===== src/rtl/seq_detector_param.sv =====
// Serial pattern detector with a runtime-programmable pattern of 1..MAX_LEN bits.
// Supports overlap/non-overlap matching, Mealy or registered output, and a saturating match counter.
module seq_detector_param #(
   parameter int                 MAX_LEN         = 8,
   parameter int                 COUNT_WIDTH     = 8,
   parameter bit                 OUTPUT_MODE     = 1'b0,
   parameter logic [MAX_LEN-1:0] DEFAULT_PATTERN = 8'b0000_0101,
   parameter int                 DEFAULT_LEN     = 3,
   parameter bit                 DEFAULT_OVERLAP = 1'b1,
   localparam int                LW              = $clog2(MAX_LEN+1)
) (
   input  logic                   clk,
   input  logic                   reset,
   input  logic                   data_in,
   input  logic                   data_valid,
   input  logic [MAX_LEN-1:0]     cfg_pattern,
   input  logic [LW-1:0]          cfg_len,
   input  logic                   cfg_overlap,
   input  logic                   cfg_load,
   input  logic                   count_clr,
   output logic                   seq_detected,
   output logic [COUNT_WIDTH-1:0] match_count,
   output logic                   count_sat,
   output logic                   cfg_err,
   output logic [LW-1:0]          state_out
);

   logic [MAX_LEN-1:0]     pattern_q;
   logic [MAX_LEN-1:0]     hist_q;
   logic [MAX_LEN-1:0]     hist_next;
   logic [MAX_LEN-1:0]     len_mask;
   logic [LW-1:0]          len_q;
   logic [LW-1:0]          fill_q;
   logic [LW-1:0]          fill_inc;
   logic [LW:0]            fill_p1;
   logic                   overlap_q;
   logic                   fill_ok;
   logic                   cfg_ok;
   logic                   match;
   logic [COUNT_WIDTH-1:0] count_q;
   logic                   err_q;

   always_comb begin
      hist_next = {hist_q[MAX_LEN-2:0], data_in};
      len_mask  = '0;
      for (int i = 0; i < MAX_LEN; i++) begin
         len_mask[i] = (i < int'(len_q));
      end
      fill_p1  = {1'b0, fill_q} + (LW+1)'(1);
      fill_ok  = (fill_p1 >= {1'b0, len_q});
      fill_inc = (fill_q == LW'(MAX_LEN)) ? fill_q : fill_q + LW'(1);
      cfg_ok   = (cfg_len != '0) && (cfg_len <= LW'(MAX_LEN));
      // a load in the same cycle swallows the data bit, so it can never complete a match
      match    = data_valid & ~cfg_load & fill_ok &
                 ((hist_next & len_mask) == (pattern_q & len_mask));
   end

   always_ff @(posedge clk or posedge reset) begin
      if (reset) begin
         pattern_q <= DEFAULT_PATTERN;
         len_q     <= LW'(DEFAULT_LEN);
         overlap_q <= DEFAULT_OVERLAP;
         hist_q    <= '0;
         fill_q    <= '0;
         err_q     <= 1'b0;
      end else if (cfg_load) begin
         if (cfg_ok) begin
            pattern_q <= cfg_pattern;
            len_q     <= cfg_len;
            overlap_q <= cfg_overlap;
            hist_q    <= '0;
            fill_q    <= '0;
            err_q     <= 1'b0;
         end else begin
            err_q     <= 1'b1;
         end
      end else if (data_valid) begin
         hist_q <= hist_next;
         // without overlap, restart the fill so no matched bit is reused
         fill_q <= (match && !overlap_q) ? '0 : fill_inc;
      end
   end

   always_ff @(posedge clk or posedge reset) begin
      if (reset) begin
         count_q <= '0;
      end else if (count_clr) begin
         count_q <= {{(COUNT_WIDTH-1){1'b0}}, match};
      end else if (match && (count_q != '1)) begin
         count_q <= count_q + COUNT_WIDTH'(1);
      end
   end

   generate
      if (OUTPUT_MODE) begin : g_reg_out
         logic det_q;
         always_ff @(posedge clk or posedge reset) begin
            if (reset) begin
               det_q <= 1'b0;
            end else begin
               det_q <= match;
            end
         end
         assign seq_detected = det_q;
      end else begin : g_comb_out
         assign seq_detected = match;
      end
   endgenerate

   assign match_count = count_q;
   assign count_sat   = &count_q;
   assign cfg_err     = err_q;
   assign state_out   = fill_q;

endmodule


===== config.mk =====
export PLATFORM = sky130hd
export DESIGN_NAME = seq_detector_param
export DESIGN_NICKNAME = d
export VERILOG_FILES = /design/src/rtl/seq_detector_param.sv
export SDC_FILE = /design/constraint.sdc
export NUM_CORES = 1
export LEC_CHECK = 0
export ABC_CLOCK_PERIOD_IN_PS = 3450
export BUFFER_PORTS_ARGS = -buffer_cell sky130_fd_sc_hd__buf_2
export CAP_MARGIN = 20
export CORE_MARGIN = 2
export CORE_UTILIZATION = 40
export DETAILED_ROUTE_END_ITERATION = 8
export GPL_TIMING_DRIVEN = 0
export PLACE_DENSITY_LB_ADDON = 0.3
export SLEW_MARGIN = 0
export SYNTH_ARGS = -nofsm -noshare
export SYNTH_HDL_FRONTEND = slang
export SYNTH_SLANG_ARGS = --single-unit

===== constraint.sdc =====
create_clock -name clk -period 3.45 [get_ports clk]
set_input_delay 0.5175 -clock clk [delete_from_list [all_inputs] [get_ports clk]]
set_output_delay 0.5175 -clock clk [all_outputs]
set_load 0.05 [all_outputs]

==> results.py, run 1 <==
metrics = {
    "outcome": {
        "status": "completed",
    },
    "synthesis": {
        "synth-seq-area-share_pct": 45.0,
        "synth_cell_types": 45,
        "synth_fp_nets": 210,
        "syn_inst": 184,
        "synth_edf_count": 0,
        "synth_area_leader_cell": "dfrtp_1",
        "synthTopCellsByCount": "28 x dfrtp_1, 23 x nand2_1, 14 x a21oi_1",
        "synthesis.area_sq_mm": 0.00185,
        "synth_ff_type": "dfrtp_1",
        "avgSynthCellArea_sq_um": 10.1,
        "yosys-top-cells-area": "dfrtp_1 38%, mux2_2 7.3%, dfstp_2 7.1%, ha_1 4.7%, nand2_1 4.7%",
        "synth_top_area_share_pct": 37.9,
        "synth_most_common_cell": "dfrtp_1",
        "yosys_warnings": 0,
        "ys_ff_latch": 33,
        "synthArstFlopShare_pct": 100,
    },
    "global_routing": {
        "grt_pass1_vias": 1328,
        "grt_pass1_wl_mm": 6.26,
        "antenna_found_initial": 0,
        "grt_usage_pct": 15.6,
        "overflow": 0,
        "grt_max_degree": 19,
    },
    "cells_and_area": {
        "final_util_pct": 49.9,
        "layoutNonFillerInstCount": 278,
        "synthToLayoutAreaGrowth_pct": 19.1,
        "drive_gt1_share_pct": 32.7,
        "nets": 252,
        "num_antenna_cells": 0,
    },
    "route": {
        "vias": 1480,
        "drt_iter0_drc": 98,
        "routedWlPerCell_um": 13.4,
        "viasPerCell": 5.32,
        "postRouteWirelength_mm": 3.72,
        "antenna_left": 0,
        "drt-pass1-iter-count": 4,
        "drc_errors": 0,
    },
    "worst_setup_path": {
        "startpoint_type": "register",
        "cp-end-kind": "primary output",
        "arrival_ns": 2.79,
        "ff2ff_setup_slack_ns": 0.71,
        "cp-startpoint": "len_q[3]",
        "path_class": "reg2out",
        "path_cells": "or4_1, a222oi_1, or4b_4, nor3_4, buf_6, buf_2",
        "worstPathMaxFanout": 10,
        "slowest_stage": "or4_1",
        "timing.rr.start": "len_q[3]",
        "worst_ep_required_time_ns": 2.93,
        "slowest_delay_ns": 0.54,
    },
    "floorplanning": {
        "die_y_um": 72.0,
        "die_area_sq_mm": 0.00518,
        "core_sq_mm": 0.00441,
        "ios": 34,
        "rows": 24,
        "initial_utilization_pct": 41.9,
        "die_w_um": 72.0,
    },
    "sta": {
        "fin_skew_ns": 0.00945,
        "fin_tns_setup_ns": 0,
        "finalHoldViolations": 0,
        "max-slew-margin-rel_pct": 52.4,
        "fin_hold_ws_ns": 0.329,
        "timing.fmax_mhz": 302,
        "slew_viol_final": 0,
        "grt_setup_unrepaired": "no",
        "setup_viol": 0,
        "worst_pin_slew_ns": 0.708,
        "timing.final.crit_share_pct": 95.8,
        "fin_crit_ns": 3.31,
    },
    "clock_network": {
        "cts_buffers": 5,
        "cts_buffer_depth": 2,
        "cts-root-buf": "clkbuf_8",
        "clkTransAtPathRegs_ns": 0.07,
        "insertion_delay_ns": 0.29,
        "htreeDepth": 2,
        "cts_tree": "built",
        "cts.sinks": 33,
        "hold_buffers": 0,
    },
    "hold_path": {
        "min_path_type": "in2async",
    },
    "pwr": {
        "vdd_ir_drop_max_uv": 306,
        "p_leak_nw": 1.02,
        "powerDensity_mw_per_mm2": 530,
    },
    "placement": {
        "gp_congestion": 0.764,
        "hpwl_mm": 2.76,
        "placedCellCount": 269,
        "io_buffer_count": 32,
    },
    "run": {
        "maxCapViolCount": 0,
    },
}
logic make-up (layout without fill, tap and decap cells):
group                      Yosys count  count (layout)  share of synthesized area [%]
buffers and inverters               20              62                           4.67
DFF                                 33              33                           45.0
AOI/OAI and AO/OA                   41              41                           14.7
xor gates and xnor gates            11              11                           5.21
muxes                               12              12                           7.31
adders and majority gates            7               7                           4.74
and+or+nand+nor                     60              60                           18.4
through the flow:
step / instance area [sq um] / power, W / setup WS, ns
2_1_floorplan: 1850 / 0.000792 / 0.702
3_3_place_gp: 2070 / 0.000873 / 0.351
3_5_place_dp: 2100 / 0.000884 / 0.349
4_1_cts: 2190 / 0.00118 / 0.0159
5_1_grt: 2200 / 0.00125 / 0.0135
6_report: 2200 / 0.00117 / 0.143
sequential cells by signal (all words and copies together) (netlist names):
name	cells
pattern_q	8
cfg_err	1
len_q	4
state_out	4
hist_q	7
overlap_q	1
match_count	8
cell usage in the layout, fill, tap and decap left out, types with 2 or more instances in the layout:
master	count
o21a_1	2
xor2_1	6
buf_2	32
nand4_1	2
a21oi_1	14
a31oi_1	2
a31o_2	5
buf_4	3
nand3b_1	7
a211oi_1	2
clkbuf_1	5
o31ai_1	2
ha_1	7
nand3_1	5
xnor2_1	5
nand2b_1	3
dfstp_2	5
nor2_1	6
inv_1	12
nand2_1	23
dfrtp_1	28
clkbuf_8	6
o21ai_0	8
mux2_2	12
layer usage:
metal	vias up	GRT usage, %	share of wire (%)
li1	736	-	-
met1	714	21.0	48
met2	24	24.0	47
met3	6	3.89	3.9
met4	0	6.92	1.5
met5	-	0	0
worst paths after layout:
| path | endpoint | depth (start not counted) |
|---|---|---|
| max | seq_detected | 6 |
| min | hist_q[3] | 2 |
| max reg2reg | state_out[2] | 5 |
| min reg2reg | cfg_err | 1 |
| max in group asynchronous | overlap_q | 3 |
| min in group clk | pattern_q[1] | 2 |
where the power goes:
group | total, W | switching, W | internal (W)
clock | 0.000292 | 0.000134 | 0.000158
sequential | 0.000502 | 0.0000558 | 0.000446
combinational | 0.000374 | 0.000223 | 0.000151
total | 0.00117 | 0.000413 | 0.000755
repair_timing:
| item | CTS | global route |
|---|---|---|
| setup buffers | 0 | 2 |
| setup endpoints to repair | 0 | 1 |
| gates resized for setup | 0 | 0 |
| hold endpoints to repair | 0 | 0 |
worst max-delay path: cells and delay by family (launching register included):
family,cells,cell delay [ns]
AND/OR/NAND/NOR,3,1.33
flip-flops,1,0.45
buffers and inverters,2,0.45
AO/OA/AOI/OAI,1,0.28
layout make-up:
class / instances / area [sq um]
plain buffers: 7 / 37.5
clock buffers: 7 / 86.3
fillers: 429 / 2210
inverters: 13 / 48.8
multi-input cells: 131 / 931
flip-flops and latches: 33 / 832
well taps: 52 / 65.1
repair buffers: 35 / 203
Note: power is estimated with default switching activity, not from simulation.
==> run 2: changes to the inputs <==
--- a/config.mk
+++ b/config.mk
@@ -6,13 +6,12 @@
 export NUM_CORES = 1
 export LEC_CHECK = 0
 export ABC_CLOCK_PERIOD_IN_PS = 3450
-export BUFFER_PORTS_ARGS = -buffer_cell sky130_fd_sc_hd__buf_2
+export BUFFER_PORTS_ARGS = -buffer_cell sky130_fd_sc_hd__clkbuf_2
 export CAP_MARGIN = 20
 export CORE_MARGIN = 2
 export CORE_UTILIZATION = 40
 export DETAILED_ROUTE_END_ITERATION = 8
 export GPL_TIMING_DRIVEN = 0
-export PLACE_DENSITY_LB_ADDON = 0.3
 export SLEW_MARGIN = 0
 export SYNTH_ARGS = -nofsm -noshare
 export SYNTH_HDL_FRONTEND = slang
==> run 2 against run 1 <==
Effect of this change:
- worst setup slack got worse by 0.017 ns
- maximum frequency decreased by 0.52%
- largest power group unchanged
- core utilization increased by 0.68 points
- critical endpoint unchanged
==> results.py, run 2 (synthesis results as in run 1) <==
metrics = {
    "outcome": {
        "status": "completed",
    },
    "sta": {
        "timing.fmax_mhz": 301,
        "setup_ws_ns": 0.126,
        "worst_pin_slew_ns": 0.730,
        "setup_viol": 0,
        "fin_skew_ns": 0.00270,
        "finalHoldViolations": 0,
        "fin_crit_ns": 3.32,
        "grt_setup_unrepaired": "no",
        "max-slew-margin-rel_pct": 50.9,
        "slew_viol_final": 0,
        "fin_tns_setup_ns": 0,
        "timing.final.crit_share_pct": 96.3,
    },
    "cells_and_area": {
        "num_antenna_cells": 0,
        "layout_common_cells": "32 x clkbuf_2, 28 x dfrtp_1, 23 x nand2_1",
        "nets": 252,
        "drive_gt1_share_pct": 33.0,
        "final_common_cell": "clkbuf_2",
        "synthToLayoutAreaGrowth_pct": 20.8,
    },
    "worst_setup_path": {
        "ff2ff_setup_slack_ns": 0.69,
        "timing.rr.start": "len_q[3]",
        "worst_ep_required_time_ns": 2.93,
        "cp-end-kind": "primary output",
        "arrival_ns": 2.81,
        "path_cells": "or4_1, a222oi_1, or4b_4, nor3_4, buf_6, clkbuf_2",
        "worstPathMaxFanout": 10,
        "slowest_stage": "or4_1",
        "r2r_end": "state_out[2]",
        "path_depth": 6,
        "crit_buf_inv": 2,
        "cp_top_family": "simple AND/OR/NAND/NOR gates",
        "critPathCapture": "seq_detected",
        "startpoint_type": "register",
        "path_class": "reg2out",
        "worstRegToRegCells": 5,
        "slowest_delay_ns": 0.53,
        "cp-startpoint": "len_q[3]",
    },
    "route": {
        "routedWlPerCell_um": 13.8,
        "top_layer": "met4",
        "drt-pass1-iter-count": 4,
        "wl_met2_mm": 1.71,
        "vias": 1457,
        "wl_met1_mm": 1.99,
        "postRouteWirelength_mm": 3.86,
        "drt_iter0_drc": 88,
        "drc_errors": 0,
        "wl_met3_um": 111,
        "antenna_left": 0,
        "viasPerCell": 5.22,
    },
    "global_routing": {
        "grt_max_degree": 18,
        "grt_pass1_vias": 1375,
        "antenna_found_initial": 0,
        "overflow": 0,
        "grt_usage_pct": 16.9,
        "grt_pass1_wl_mm": 6.70,
    },
    "floorplanning": {
        "die_y_um": 72.0,
        "core_sq_mm": 0.00441,
        "ios": 34,
        "initial_utilization_pct": 41.9,
        "rows": 24,
        "die_area_sq_mm": 0.00518,
        "die_w_um": 72.0,
    },
    "clock_network": {
        "clkTransAtPathRegs_ns": 0.07,
        "cts_buffers": 5,
        "cts_buffer_depth": 2,
        "cts_resized": 0,
        "cts_tree": "built",
        "cts-root-buf": "clkbuf_8",
        "cts.sinks": 33,
        "insertion_delay_ns": 0.28,
        "htreeDepth": 2,
    },
    "placement": {
        "hpwl_mm": 2.78,
        "gp_congestion": 0.751,
        "dp_slack_ns": 0.335,
        "io_buffer_count": 32,
    },
    "pwr": {
        "powerDensity_mw_per_mm2": 566,
        "p_leak_nw": 1.03,
        "vdd_ir_drop_max_uv": 299,
    },
    "hold_path": {
        "min_path_type": "in2async",
    },
    "run": {
        "maxCapViolCount": 0,
    },
}
==> run 2: power by group <==
part	internal [W]	total [W]	switching (W)
clock network	0.000235	0.000378	0.000142
logic	0.000152	0.000382	0.000231
registers	0.000446	0.000504	0.0000576
==> run 2: area by class of cell <==
type / instances / area (sq um)
fillers: 413 / 2180
multi-input cells: 131 / 931
flip-flops and latches: 33 / 832
repair buffers: 35 / 203
clock buffers: 7 / 86.3
well taps: 52 / 65.1
inverters: 13 / 48.8
plain buffers: 7 / 37.5
clock inverters: 1 / 30.0
==> run 2: per-layer routing <==
| layer | GRT usage (%) | up-vias |
|---|---|---|
| li1 | - | 732 |
| met1 | 23.8 | 697 |
| met2 | 25.3 | 23 |
| met3 | 3.61 | 5 |
| met4 | 6.92 | 0 |
| met5 | 0 | - |
==> run 2: how the worst min path moves through the flow <==
| stage | startpoint | end | slack [ns] | cells past startpoint |
|---|---|---|---|---|
| after floorplan | hist_q[6] | hist_q[6] | 0.46 | 2 |
| after global placement | hist_q[6] | hist_q[6] | 0.47 | 2 |
| after detailed placement | hist_q[6] | hist_q[6] | 0.48 | 2 |
| after CTS | reset | hist_q[3] | 0.36 | 2 |
| after global routing | reset | hist_q[3] | 0.39 | 2 |
| final | reset | match_count[4] | 0.33 | 2 |
==> run 2: through the flow <==
step	hold slack (ns)	utilization (%)	std cells	total power (W)	cell area (sq um)
2_1_floorplan	0.460	-	184	0.000792	1850
3_3_place_gp	0.475	47.0	268	0.000875	2070
3_5_place_dp	0.478	47.6	269	0.000885	2100
4_1_cts	0.356	50.3	277	0.00127	2220
5_1_grt	0.391	50.6	279	0.00135	2230
6_report	0.331	50.6	279	0.00126	2230
==> run 2: worst reg2reg max path: cells and delay by family, from the launching register on <==
kind,cells,cell delay [ns]
and+or+nand+nor,3,1.69
AOI/OAI and AO/OA,2,0.49
DFF,1,0.44
==> run 2: repair_timing <==
action / CTS / global route
buffers inserted: 0 / 2
hold buffers: 0 / 0
setup endpoints to repair: 0 / 1
